[src/rtl/mod3_serial_sched.sv]
// mod3_serial_sched: round-robin scheduler in front of one bit-serial mod-3 residue engine.
// Ports:
//   clk, reset                               clock and synchronous active-high reset
//   req_valid_i, req_data_i, req_ready_o     per-requester word handshake (ready is one-hot)
//   res_valid_o, res_ready_i                 result handshake
//   res_id_o, res_rem_o, res_div_o           result tag, remainder mod 3, divisible flag
//   busy_o                                   engine occupied (shifting or holding a result)
module mod3_serial_sched #(
    parameter int NUM_REQ = 4,
    parameter int DATA_W  = 8,
    parameter int ID_W    = $clog2(NUM_REQ)
) (
    input  logic                      clk,
    input  logic                      reset,
    input  logic [NUM_REQ-1:0]        req_valid_i,
    input  logic [NUM_REQ*DATA_W-1:0] req_data_i,
    output logic [NUM_REQ-1:0]        req_ready_o,
    output logic                      res_valid_o,
    input  logic                      res_ready_i,
    output logic [ID_W-1:0]           res_id_o,
    output logic [1:0]                res_rem_o,
    output logic                      res_div_o,
    output logic                      busy_o
);

    localparam int CNT_W = (DATA_W > 1) ? $clog2(DATA_W) : 1;
    localparam logic [CNT_W-1:0] CNT_LAST = CNT_W'(DATA_W - 1);
    localparam logic [ID_W-1:0]  ID_RST   = ID_W'(NUM_REQ - 1);

    typedef enum logic [1:0] {
        IDLE  = 2'd0,
        SHIFT = 2'd1,
        DONE  = 2'd2
    } state_t;

    state_t              state;
    state_t              state_nxt;
    logic [DATA_W-1:0]   shreg;
    logic [CNT_W-1:0]    cnt;
    logic [1:0]          residue;
    logic [ID_W-1:0]     res_id;
    logic [ID_W-1:0]     last_grant;

    logic                hi_found;
    logic                lo_found;
    logic [ID_W-1:0]     hi_id;
    logic [ID_W-1:0]     lo_id;
    logic                gnt_any;
    logic [ID_W-1:0]     gnt_id;
    logic [NUM_REQ-1:0]  gnt_onehot;
    logic [DATA_W-1:0]   gnt_data;

    // r' = (2r + b) mod 3; the unused code 2'b11 behaves like residue 0.
    function automatic logic [1:0] mod3_step(input logic [1:0] r, input logic b);
        logic [1:0] n;
        case (r)
            2'd1:    n = b ? 2'd0 : 2'd2;
            2'd2:    n = b ? 2'd2 : 2'd1;
            default: n = {1'b0, b};
        endcase
        return n;
    endfunction

    // Round-robin: prefer the lowest valid index above last_grant,
    // otherwise wrap to the lowest valid index at or below it.
    always_comb begin
        hi_found = 1'b0;
        lo_found = 1'b0;
        hi_id    = '0;
        lo_id    = '0;
        for (int k = NUM_REQ - 1; k >= 0; k--) begin
            if (req_valid_i[k]) begin
                if (ID_W'(k) > last_grant) begin
                    hi_found = 1'b1;
                    hi_id    = ID_W'(k);
                end else begin
                    lo_found = 1'b1;
                    lo_id    = ID_W'(k);
                end
            end
        end
        gnt_any = hi_found | lo_found;
        gnt_id  = hi_found ? hi_id : lo_id;
    end

    always_comb begin
        gnt_onehot = '0;
        gnt_data   = '0;
        for (int k = 0; k < NUM_REQ; k++) begin
            if (gnt_any && (ID_W'(k) == gnt_id)) begin
                gnt_onehot[k] = 1'b1;
                gnt_data      = req_data_i[k*DATA_W +: DATA_W];
            end
        end
    end

    // State register
    always_ff @(posedge clk) begin
        if (reset) begin
            state <= IDLE;
        end else begin
            state <= state_nxt;
        end
    end

    // Next-state logic
    always_comb begin
        state_nxt = state;
        unique case (state)
            IDLE:    if (gnt_any) state_nxt = SHIFT;
            SHIFT:   if (cnt == CNT_LAST) state_nxt = DONE;
            DONE:    if (res_ready_i) state_nxt = IDLE;
            default: state_nxt = IDLE;
        endcase
    end

    // Datapath: capture on grant, shift MSB-first through the residue engine
    always_ff @(posedge clk) begin
        if (reset) begin
            shreg      <= '0;
            cnt        <= '0;
            residue    <= 2'd0;
            res_id     <= '0;
            last_grant <= ID_RST;
        end else begin
            case (state)
                IDLE: begin
                    if (gnt_any) begin
                        shreg      <= gnt_data;
                        res_id     <= gnt_id;
                        residue    <= 2'd0;
                        cnt        <= '0;
                        last_grant <= gnt_id;
                    end
                end
                SHIFT: begin
                    residue <= mod3_step(residue, shreg[DATA_W-1]);
                    shreg   <= shreg << 1;
                    cnt     <= cnt + 1'b1;
                end
                default: ;
            endcase
        end
    end

    // Outputs
    always_comb begin
        req_ready_o = '0;
        res_valid_o = 1'b0;
        res_rem_o   = 2'd0;
        res_div_o   = 1'b0;
        busy_o      = 1'b0;
        unique case (state)
            IDLE: begin
                if (!reset) req_ready_o = gnt_onehot;
            end
            SHIFT: begin
                busy_o = 1'b1;
            end
            DONE: begin
                busy_o      = 1'b1;
                res_valid_o = 1'b1;
                res_rem_o   = residue;
                res_div_o   = (residue == 2'd0);
            end
            default: ;
        endcase
    end

    assign res_id_o = res_id;

endmodule
[config.mk]
export PLATFORM = sky130hd
export DESIGN_NAME = mod3_serial_sched
export DESIGN_NICKNAME = d
export VERILOG_FILES = /design/src/rtl/mod3_serial_sched.sv
export SDC_FILE = /design/constraint.sdc
export NUM_CORES = 1
export LEC_CHECK = 0
export BUFFER_PORTS_ARGS = -buffer_cell sky130_fd_sc_hd__buf_2
export CORE_MARGIN = 2
export CORE_UTILIZATION = 45
export DETAILED_ROUTE_END_ITERATION = 12
export GPL_TIMING_DRIVEN = 0
export PLACE_DENSITY = 0.76
export SLEW_MARGIN = 20
export SYNTH_ARGS = -nofsm -noshare
export SYNTH_HDL_FRONTEND = slang
export SYNTH_SLANG_ARGS = --single-unit
[constraint.sdc]
create_clock -name clk -period 1.63 [get_ports clk]
set_clock_uncertainty 0.05 [all_clocks]
set_input_delay 0.163 -clock clk [delete_from_list [all_inputs] [get_ports clk]]
set_output_delay 0.163 -clock clk [all_outputs]
set_load 0.02 [all_outputs]
==> qor.txt, run 1 <==
Post-Synth Simple-Gate Area = 22.2%
Clk sinks = 19
Area share of the largest cell type after synthesis = 25.6%
Area grow syn2layout = 47.0%
Clock transition at path regs = 0.10 ns
Crit path max-delay family = compound AO/OA/AOI/OAI gates
Max_cap viols = 0
Power per Cell Area = 832 nW/µm²
Routed WL per cell = 14.7 µm
Ys async rst share = 0%
Crit path kind = reg2out
CP Depth = 6
GR Util met2 = 40.9%
DRT iter0 DRCs = 88
Avg Synthesized Cell Area = 7.36 µm²
Drc violations = 0
Largest net degree at the start of global routing = 12
Finished Cell Area = 2190 µm²
Hold WC Path Type = in2reg
Total number of vias = 1742
Worst path required time = 1.42 ns
Post-synthesis compound-gate area fraction = 34.7%
Gp weighted congestion = 0.873
# fillers = 265
Core box area = 3100 µm²
Tmin final = 2.02 ns
Drt total wl = 4640 µm
CP cell instances = buf_6 > nand2b_4 > a21oi_2 > a221o_2 > nor4b_4 > buf_4
M1 GR Usage = 32.8%
Clk_lat worst skew = 0.33 ns
Failing checks = setup timing
Sw Share = 39.7%
Seq pwr share = 33.9%
DR pass1 iterations = 4
Global routing's busiest layer = met2
Crit path buf inv count = 2
Seq/Total Area, Yosys = 25.6%
RR Startpoint = last_grant[1]$_SDFFE_PP1P_
Seq cells post-synth = 19
Post-place setup slack = -0.420 ns
Grt ovf = 0
Port buffer count = 48
Setup violators final = 12
Share of layout cells above drive strength 1 = 46.1%
P_int = 0.00110 W
Vias in the first global route = 1499
Root buf cell = clkbuf_4
Synth Area in XOR/XNOR = 0.589%
Layout Nets = 319
Mapped Cells = 202
Die area = 3780 µm²
Worst R2R Path Depth = 10
R2R Setup Slk = -0.13 ns
Antenna Cells = 0
Ys Warns = 0
Crit path max fanout = 5
Syn nets = 249
Combinational fraction of design power = 51.7%
GRT Util Overall = 25.0%
Leak pwr = 0.999 nW
Die H = 61.5 µm
DP HPWL = 3040 µm
Remaining antenna violation count = 0
Largest family of logic cells by synthesized area = compound AO/OA/AOI/OAI gates
Reg2Reg Capture Point = shreg[7]$_SDFFE_PP0P_
Slew Limit Fails = 0
CP startpoint = last_grant[1]$_SDFFE_PP1P_
Worst path max stage delay = 0.38 ns
RSZ-0062 raised after global routing = true
Critical path's slowest cell = a221o_2
Number of synthesized flops with an enable pin = 0
Via/cell ratio = 5.53
VDD IR max = 656 µV
Synth Cell Area = 1490 µm²
Fmax = 495 MHz
Io pins = 50
Switching power of the nets = 0.000722 W
CTS tree = done
Row count = 20
Mux share of post-synthesis cell area = 2.69%
Synth top cells by count = a21oi_1 (27), nor2_1 (21), nand2_1 (20), dfxtp_1 (19), o21ai_0 (19)
Adder-Cell Fraction of Synth Area = 6.73%
Max_slew headroom = 55.9%
Initial antenna violation count = 0
H-Tree Depth = 1
Die Wd = 61.5 µm
Worst setup margin = -0.389 ns
Most common cell in the netlist = a21oi_1
GR Util met3 = 5.25%
Slew @ Worst Pin = 0.656 ns
Period Utilization, post-route = 124%
First-pass GRT wire length = 6900 µm
Synth area leader = dfxtp_1
Startpoint types = register
Top cells by area, synth = dfxtp_1 (26%), a21oi_1 (9.1%), ha_1 (6.7%)
Worst EP arrival = 1.81 ns
Clk buf depth = 2
Cts bufs inserted = 3
Final Hold Fails = 0
Post-synth cell types = 42
CP Capture Type = output pin
Status = complete, but fails checks
Synth Flop Type = dfxtp_1
Cell Area, Placed = 1850 µm²
Clk pwr share = 14.3%
Crit path capture = req_ready_o[2]
Initial core utilization = 47.9%
Hold Path Origin = reset
==> power by group through the flow <==
stage	clock network (W)	registers [W]	logic, W
after floorplan	0	0.000609	0.000513
after global placement	0	0.000615	0.000685
after detailed placement	0	0.000616	0.000687
after CTS	0.000259	0.000609	0.000857
after global routing	0.000282	0.000625	0.00102
final	0.000261	0.000617	0.000941
==> timing repair <==
action,in CTS,in global routing
pin swaps,12,3
endpoints found under the setup margin,16,18
buffers inserted,15,4
hold buffers,0,0
cloned,1,0
gates resized for setup,38,24
==> layout make-up <==
| cell class | count | area, µm² | share of cell area, % |
|---|---|---|---|
| multi-input combinational | 160 | 1160 | 53.1 |
| timing repair buffer | 68 | 419 | 19.2 |
| sequential | 19 | 388 | 17.7 |
| buffer | 11 | 103 | 4.69 |
| tap | 44 | 55.1 | 2.52 |
| inverter | 9 | 33.8 | 1.54 |
| clock buffer | 3 | 22.5 | 1.03 |
| clock inverter | 1 | 5.00 | 0.229 |
==> worst reg2reg max path, delay by kind of cell, from the launching register on <==
family,cells,cell delay [ns]
AOI/OAI and AO/OA,3,0.51
and+or+nand+nor,2,0.21
DFF,1,0.35
buffers and inverters,5,0.56
==> metal layers <==
| layer | part of all wire (%) | routed length, µm |
|---|---|---|
| met3 | 7.8 | 362 |
| met2 | 45 | 2100 |
| met5 | 0 | 0 |
| met1 | 46 | 2120 |
| met4 | 1.3 | 59 |
==> sequential cells by signal, indices dropped and copies added (netlist names) <==
| signal | count |
|---|---|
| shreg | 8 |
| cnt | 3 |
| res_id_o | 2 |
| state | 2 |
| last_grant | 2 |
| residue | 2 |
==> stage by stage <==
step                cells  hold slack [ns]  util, %  setup TNS, ns  total power, W
detailed placement    294            0.400     59.7          -5.07         0.00130
floorplan             202            0.196        -         -0.231         0.00112
finish                315           0.0916     70.5          -1.88         0.00182
CTS                   312           0.0951     67.6          -1.66         0.00172
global placement      294            0.394     59.7          -4.99         0.00130
global route          315            0.106     70.5          -2.60         0.00193
==> how the worst min path moves through the flow <==
stage	end	slack (ns)	cells past startpoint
after detailed placement	cnt[0]$_SDFFE_PP0P_	0.40	2
after CTS	cnt[0]$_SDFFE_PP0P_	0.1	2
after global placement	cnt[0]$_SDFFE_PP0P_	0.39	2
after floorplan	cnt[0]$_SDFFE_PP0P_	0.20	1
final	cnt[0]$_SDFFE_PP0P_	0.09	2
after global routing	cnt[0]$_SDFFE_PP0P_	0.11	2
==> cell families (layout without fill, tap and decap cells) <==
group                    after synthesis  after routing
adder cells (fa/ha/maj)                8              8
buffers and inverters                 23             92
multiplexers                           4              4
AND/OR/NAND/NOR                       70             70
AO/OA/AOI/OAI                         77             77
flip-flops                            19             19
XOR/XNOR                               1              1
==> placed cells by master (no fill, tap or decap), types with 8 or more instances in the layout <==
master and instances:
a21oi_1 24, buf_2 47, buf_4 19, dfxtp_1 15, nand2_1 18, nand3_1 8, nor2_1 18, o21ai_0 9
o21ai_2 11
Note: power is estimated with default switching activity, not from simulation.
==> run 2: changes to the inputs <==
Settings changed: ABC_AREA set to 1, CAP_MARGIN set to 20, CELL_PAD_IN_SITES_DETAIL_PLACEMENT set to 0, CELL_PAD_IN_SITES_GLOBAL_PLACEMENT set to 1, CORE_UTILIZATION 45 to 30, PLACE_DENSITY 0.76 to 0.77.
==> run 2 against run 1 <==
Effect of this change: the run still ends with setup timing left; non-clock buffer count decreased by 10; largest cell class unchanged; wire length shrank 9.0%; synthesized cell count up 0.50%; power up 95%; first-iteration DRC count down 27%; register-to-register slack about the same; highest routed layer unchanged.
==> qor.txt, run 2 <==
Io pins = 50 (unchanged)
CP cell instances = a21oi_4 > nand2_2 > nand2_2 > nand2_2 > nand2_4 > buf_6 > nand2_4 > nor3_2 > buf_4
Most common cell in the netlist = nand2_1
First-pass GRT wire length = 6880 µm (-0.30%)
Initial core utilization = 31.1% (-17 points)
Critical path's slowest cell = dfxtp_4
Layout Nets = 316 (-0.94%)
Failing checks = setup timing
Gp weighted congestion = 0.733 (-16%)
Slew @ Worst Pin = 0.514 ns (-0.142 ns)
Finished Cell Area = 2070 µm² (-5.1%)
Hold WC Path Type = in2reg
Port buffer count = 49 (+2.1%)
Syn nets = 250 (+0.40%)
Largest regs = shreg (8), cnt (3)
Combinational fraction of design power = 69.5% (+18 points)
Worst path max stage delay = 0.38 ns (about the same)
Largest net degree at the start of global routing = 11 (-1)
CTS tree = done
Core box area = 4320 µm² (+39%)
Root buf cell = clkbuf_8
Via/cell ratio = 4.98 (-10%)
Switching power of the nets = 0.00168 W (+130%)
Total number of vias = 1593 (-8.6%)
R2R Setup Slk = -0.14 ns (about the same)
Seq pwr share = 21.5% (-12 points)
Die Wd = 71.0 µm (+15%)
VDD IR max = 966 µV (+47%)
Most frequent cells in the layout = buf_2 (45), nand2_1 (40), nand3_1 (19)
Startpoint types = register
Routed WL per cell = 13.2 µm (-10%)
Hold Path Origin = reset
Seq cells post-synth = 19 (unchanged)
Cell Area, Placed = 1660 µm² (-11%)
Synth Cell Area = 1350 µm² (-9.5%)
Row count = 24 (+20%)
Synth area leader = dfxtp_1
Post-synth cell types = 27 (-36%)
Setup violators final = 18 (+6)
Area grow syn2layout = 54.1%
Slew Limit Fails = 0 (unchanged)
Area share of the largest cell type after synthesis = 28.3% (+2.7 points)
Synth Flop Type = dfxtp_1
Tmin final = 1.80 ns (-0.222 ns)
Number of synthesized flops with an enable pin = 0 (unchanged)
Drc violations = 0 (unchanged)
Sw Share = 47.4% (+7.7 points)
Cts bufs inserted = 3 (unchanged)
Seq/Total Area, Yosys = 28.3% (+2.7 points)
RSZ-0062 raised after global routing = true
P_int = 0.00186 W (+70%)
Drt total wl = 4220 µm (-9.0%)
Initial antenna violation count = 0 (unchanged)
Clk buf depth = 2 (unchanged)
Antenna Cells = 0 (unchanged)
Fin cells = 320 (+1.6%)
Hold-fix buffers, CTS = 0 (unchanged)
Max reg flops = 8 (unchanged)
Commonest non-fill, non-tap cell in the layout = buf_2
Crit path max fanout = 5 (unchanged)
Grt ovf = 0 (unchanged)
Crit path kind = reg2out
Clk pwr share = 9.1% (-5.2 points)
RR Startpoint = last_grant[1]$_SDFFE_PP1P_
GRT Util Overall = 16.7% (-8.4 points)
DRT iter0 DRCs = 64 (-27%)
Die area = 5040 µm² (+33%)
CP startpoint = last_grant[1]$_SDFFE_PP1P_
Leak pwr = 1.00 nW (+0.19%)
Top cells by area, synth = dfxtp_1 (28%), nand2_1 (14%), nand3_1 (10%)
Setup TNS = -1.63 ns (+0.248 ns)
Dpl cells = 304 (+3.4%)
CP most frequent cell = nand2_2
Power per Cell Area = 1710 nW/µm² (+110%)
CP Capture Type = output pin
DR pass1 iterations = 4 (unchanged)
H-Tree Depth = 1 (unchanged)
Synth top cells by count = nand2_1 (51), nand3_1 (27), a21oi_1 (20), dfxtp_1 (19), inv_1 (16)
Final Hold Fails = 0 (unchanged)
Avg Synthesized Cell Area = 6.63 µm² (-9.9%)
Clk sinks = 19 (unchanged)
Fmax = 557 MHz (+12%)
Worst path required time = 1.42 ns (about the same)
Worst EP arrival = 1.58 ns (-0.23 ns)
Clk_lat worst skew = 0.25 ns (-0.08 ns)
Share of layout cells above drive strength 1 = 44.0% (-2.1 points)
Max_slew headroom = 65.7% (+9.9 points)
Die H = 71.0 µm (+15%)
Vias in the first global route = 1543 (+2.9%)
Max_cap viols = 0 (unchanged)
Worst setup margin = -0.167 ns (+0.222 ns)
Remaining antenna violation count = 0 (unchanged)
Ys Warns = 0 (unchanged)
Biggest register = shreg
Period Utilization, post-route = 110% (-14 points)
Final core utilization = 48.0% (-23 points)
DP HPWL = 2810 µm (-7.7%)
Clock transition at path regs = 0.07 ns (-0.03 ns)
Mapped Cells = 203 (+0.50%)
Ys async rst share = 0% (unchanged)
Status = complete, but fails checks
run 2: metrics by stage:
step / power, W / hold slack, ns / setup WS (ns)
after floorplan: 0.00206 / 0.182 / -0.141
after global placement: 0.00250 / 0.360 / -0.370
after detailed placement: 0.00251 / 0.361 / -0.380
after CTS: 0.00327 / 0.0938 / -0.121
after global routing: 0.00387 / 0.106 / -0.267
final: 0.00355 / 0.0913 / -0.167
run 2: final cells by class:
cell class	count	area, µm²
clock buffer	4	45.0
sequential	19	385
fill	464	2250
buffer	8	76.3
inverter	19	75.1
timing repair buffer	61	373
tap	52	65.1
multi-input combinational	157	1050
run 2: power by group through the flow:
| stage | registers, W | clock network (W) | logic [W] |
|---|---|---|---|
| final | 0.000761 | 0.000321 | 0.00246 |
| after global routing | 0.000781 | 0.000363 | 0.00273 |
| after CTS | 0.000745 | 0.000328 | 0.00219 |
| after detailed placement | 0.000727 | 0 | 0.00179 |
| after global placement | 0.000725 | 0 | 0.00178 |
| after floorplan | 0.000733 | 0 | 0.00133 |
run 2: path summary, 6_finish.rpt:
kind / to / cells after the start
max: req_ready_o[1] / 9
min: shreg[6]$_SDFFE_PP0P_ / 2
max reg2reg: shreg[5]$_SDFFE_PP0P_ / 11
min reg2reg: shreg[3]$_SDFFE_PP0P_ / 2
run 2: per-layer routing:
layer | part of all wire, % | global-route usage (%)
met4 | 0.88 | 2.73
met3 | 4.1 | 2.85
met2 | 49 | 28.1
met5 | 0 | 0
met1 | 46 | 22.7
run 2: logic make-up (layout without fill, tap and decap cells):
group | count (synthesis) | count (layout) | synth area share [%]
AO/OA/AOI/OAI | 46 | 47 | 20.9
adder cells (fa/ha/maj) | 8 | 8 | 7.44
buffers and inverters | 28 | 92 | 8.83
flip-flops | 19 | 19 | 28.3
AND/OR/NAND/NOR | 102 | 102 | 34.6
run 2: timing repair:
action,4_1_cts,5_1_grt
gates cloned,1,0
setup buffers,10,2
endpoints found under the setup margin,19,20
gates resized for setup,42,26
pin swaps,13,26
run 2: worst max-delay path, delay by kind of cell (launching register included):
family	cells	cell delay [ns]
compound gates	1	0.14
simple gates	6	0.53
buf+inv	2	0.28
flops	1	0.38
==> run 3: changes to the inputs <==
Settings changed: CORE_ASPECT_RATIO set to 1.4.
==> run 3 against run 2 <==
Effect of this change: the flow still finishes with violations (setup timing); first-iteration DRC count decreased by 4.7%; register-to-register slack about the same; combinational power about the same; clock-buffer cell count unchanged; critical path depth unchanged; die area increased by 0.14%; non-clock buffer count increased by 4; fmax increased by 0.31%.
==> qor.txt, run 3 (same netlist as run 2, synthesis figures left out) <==
Status = complete, but fails checks
Failing checks = setup timing
Slew @ Worst Pin = 0.503 ns (-0.0111 ns)
Routed WL per cell = 12.4 µm (-5.8%)
Drt total wl = 4130 µm (-2.2%)
# fillers = 463 (-0.22%)
Most frequent cells in the layout = buf_2 (45), nand2_1 (41), nand3_1 (24)
Core box area = 4270 µm² (-1.2%)
Setup violators final = 17 (-1)
Max_cap viols = 0 (unchanged)
CTS tree = done
Vias in the first global route = 1552 (+0.58%)
Clk sinks = 19 (unchanged)
Fin cells = 332 (+3.8%)
RSZ-0062 raised after global routing = true
Worst setup margin = -0.161 ns (+0.00548 ns)
Largest net degree at the start of global routing = 11 (unchanged)
Grt ovf = 0 (unchanged)
Share of layout cells above drive strength 1 = 43.0% (-1.0 points)
Tmin final = 1.79 ns (-0.00548 ns)
Startpoint types = register
Slew Limit Fails = 0 (unchanged)
Drc violations = 0 (unchanged)
Final Hold Fails = 0 (unchanged)
Pwr Total = 0.00353 W (-0.57%)
Clk buf depth = 2 (unchanged)
Initial antenna violation count = 0 (unchanged)
Largest regs = shreg (8), cnt (3)
Period Utilization, post-route = 110% (-0.34 points)
Remaining antenna violation count = 0 (unchanged)
First-pass GRT wire length = 6850 µm (-0.41%)
Layout Nets = 320 (+1.3%)
Die Wd = 60.6 µm (-15%)
Crit path max fanout = 5 (unchanged)
Leak pwr = 1.00 nW (+0.23%)
Crit path kind = reg2out
Die area = 5050 µm² (+0.14%)
DRT iter0 DRCs = 61 (-4.7%)
Gp weighted congestion = 0.798 (+8.9%)
Fmax = 558 MHz (+0.31%)
Via/cell ratio = 4.88 (-2.0%)
Antenna Cells = 0 (unchanged)
Max_slew headroom = 66.5% (+0.74 points)
Commonest non-fill, non-tap cell in the layout = buf_2
Root buf cell = clkbuf_8
CP Capture Type = output pin
Io pins = 50 (unchanged)
Worst path required time = 1.42 ns (about the same)
Hold Worst Slack = 0.111 ns (+0.0193 ns)
Setup TNS = -1.77 ns (-0.133 ns)
Dpl cells = 312 (+2.6%)
Hold WC Path Type = in2reg
Port buffer count = 49 (unchanged)
Clock transition at path regs = 0.07 ns (about the same)
Area grow syn2layout = 55.1%
Die H = 83.3 µm (+17%)
Hold-fix buffers, CTS = 0 (unchanged)
Row count = 28 (+17%)
Area of the multi-input gates = 1020 µm² (-3.1%)
Clk_lat worst skew = 0.25 ns (about the same)
Sequential cell area = 388 µm² (+0.65%)
DP HPWL = 2830 µm (+0.75%)
Initial core utilization = 31.5% (+0.36 points)
VDD IR max = 832 µV (-14%)
Max reg flops = 8 (unchanged)
H-Tree Depth = 1 (unchanged)
Power per Cell Area = 1690 nW/µm² (-1.2%)
GRT Util Overall = 17.1% (+0.42 points)
Biggest register = shreg
Worst EP arrival = 1.58 ns (about the same)
Total number of vias = 1620 (+1.7%)
Cts bufs inserted = 3 (unchanged)
DR pass1 iterations = 4 (unchanged)
run 3: power by group:
| group | leakage, nW | internal [W] | switching [W] |
|---|---|---|---|
| clock | 0.0228 | 0.000173 | 0.000146 |
| sequential | 0.157 | 0.000635 | 0.000135 |
| combinational | 0.823 | 0.00106 | 0.00137 |
| total | 1.00 | 0.00187 | 0.00165 |
run 3: path summary, 6_finish.rpt:
kind	cells after the start	start	slack (ns)	to
worst max-delay path	9	last_grant[1]$_SDFFE_PP1P_	-0.16	req_ready_o[1]
worst min-delay path	2	reset	0.11	shreg[0]$_SDFFE_PP0P_
worst max register to register	11	last_grant[1]$_SDFFE_PP1P_	-0.15	shreg[2]$_SDFFE_PP0P_
worst min register to register	2	shreg[0]$_SDFFE_PP0P_	0.41	shreg[0]$_SDFFE_PP0P_
run 3: cell type report:
cell class | instances | share of cell area, %
buffer | 8 | 3.65
clock buffer | 4 | 2.16
inverter | 19 | 3.71
multi-input combinational | 157 | 49.0
sequential | 19 | 18.6
tap | 60 | 3.59
timing repair buffer | 65 | 19.4
run 3: metal layers:
layer  vias up  wire length (µm)  global-route usage, %
li1        829                 -                      -
met1       740              1770                   22.4
met2        47              2160                   29.2
met3         4               166                   1.40
met4         0                34                   4.15
met5         -                 0                      0
run 3: what timing repair did:
action / in CTS / in global routing
cloned: 0 / 2
endpoints found under the setup margin: 19 / 19
resized for setup: 43 / 19
pin swaps: 12 / 13
setup buffers: 9 / 6
run 3: worst max-delay path, stage by stage, from the launching register on:
cell and delay, ns:
dfxtp_4 0.41, inv_2 0.06, nand2_2 0.07, nand2_2 0.08, nor2_4 0.19, nand3_4 0.11
buf_6 0.15, nand2_4 0.06, nor3_2 0.04, buf_4 0.16
run 3: per-stage QoR:
step	utilization [%]	instance area [µm²]	setup slack, ns
6_report	48.9	2090	-0.161
5_1_grt	48.9	2090	-0.224
4_1_cts	45.1	1930	-0.107
3_5_place_dp	39.0	1670	-0.348
3_3_place_gp	39.0	1670	-0.361
2_1_floorplan	-	1350	-0.141
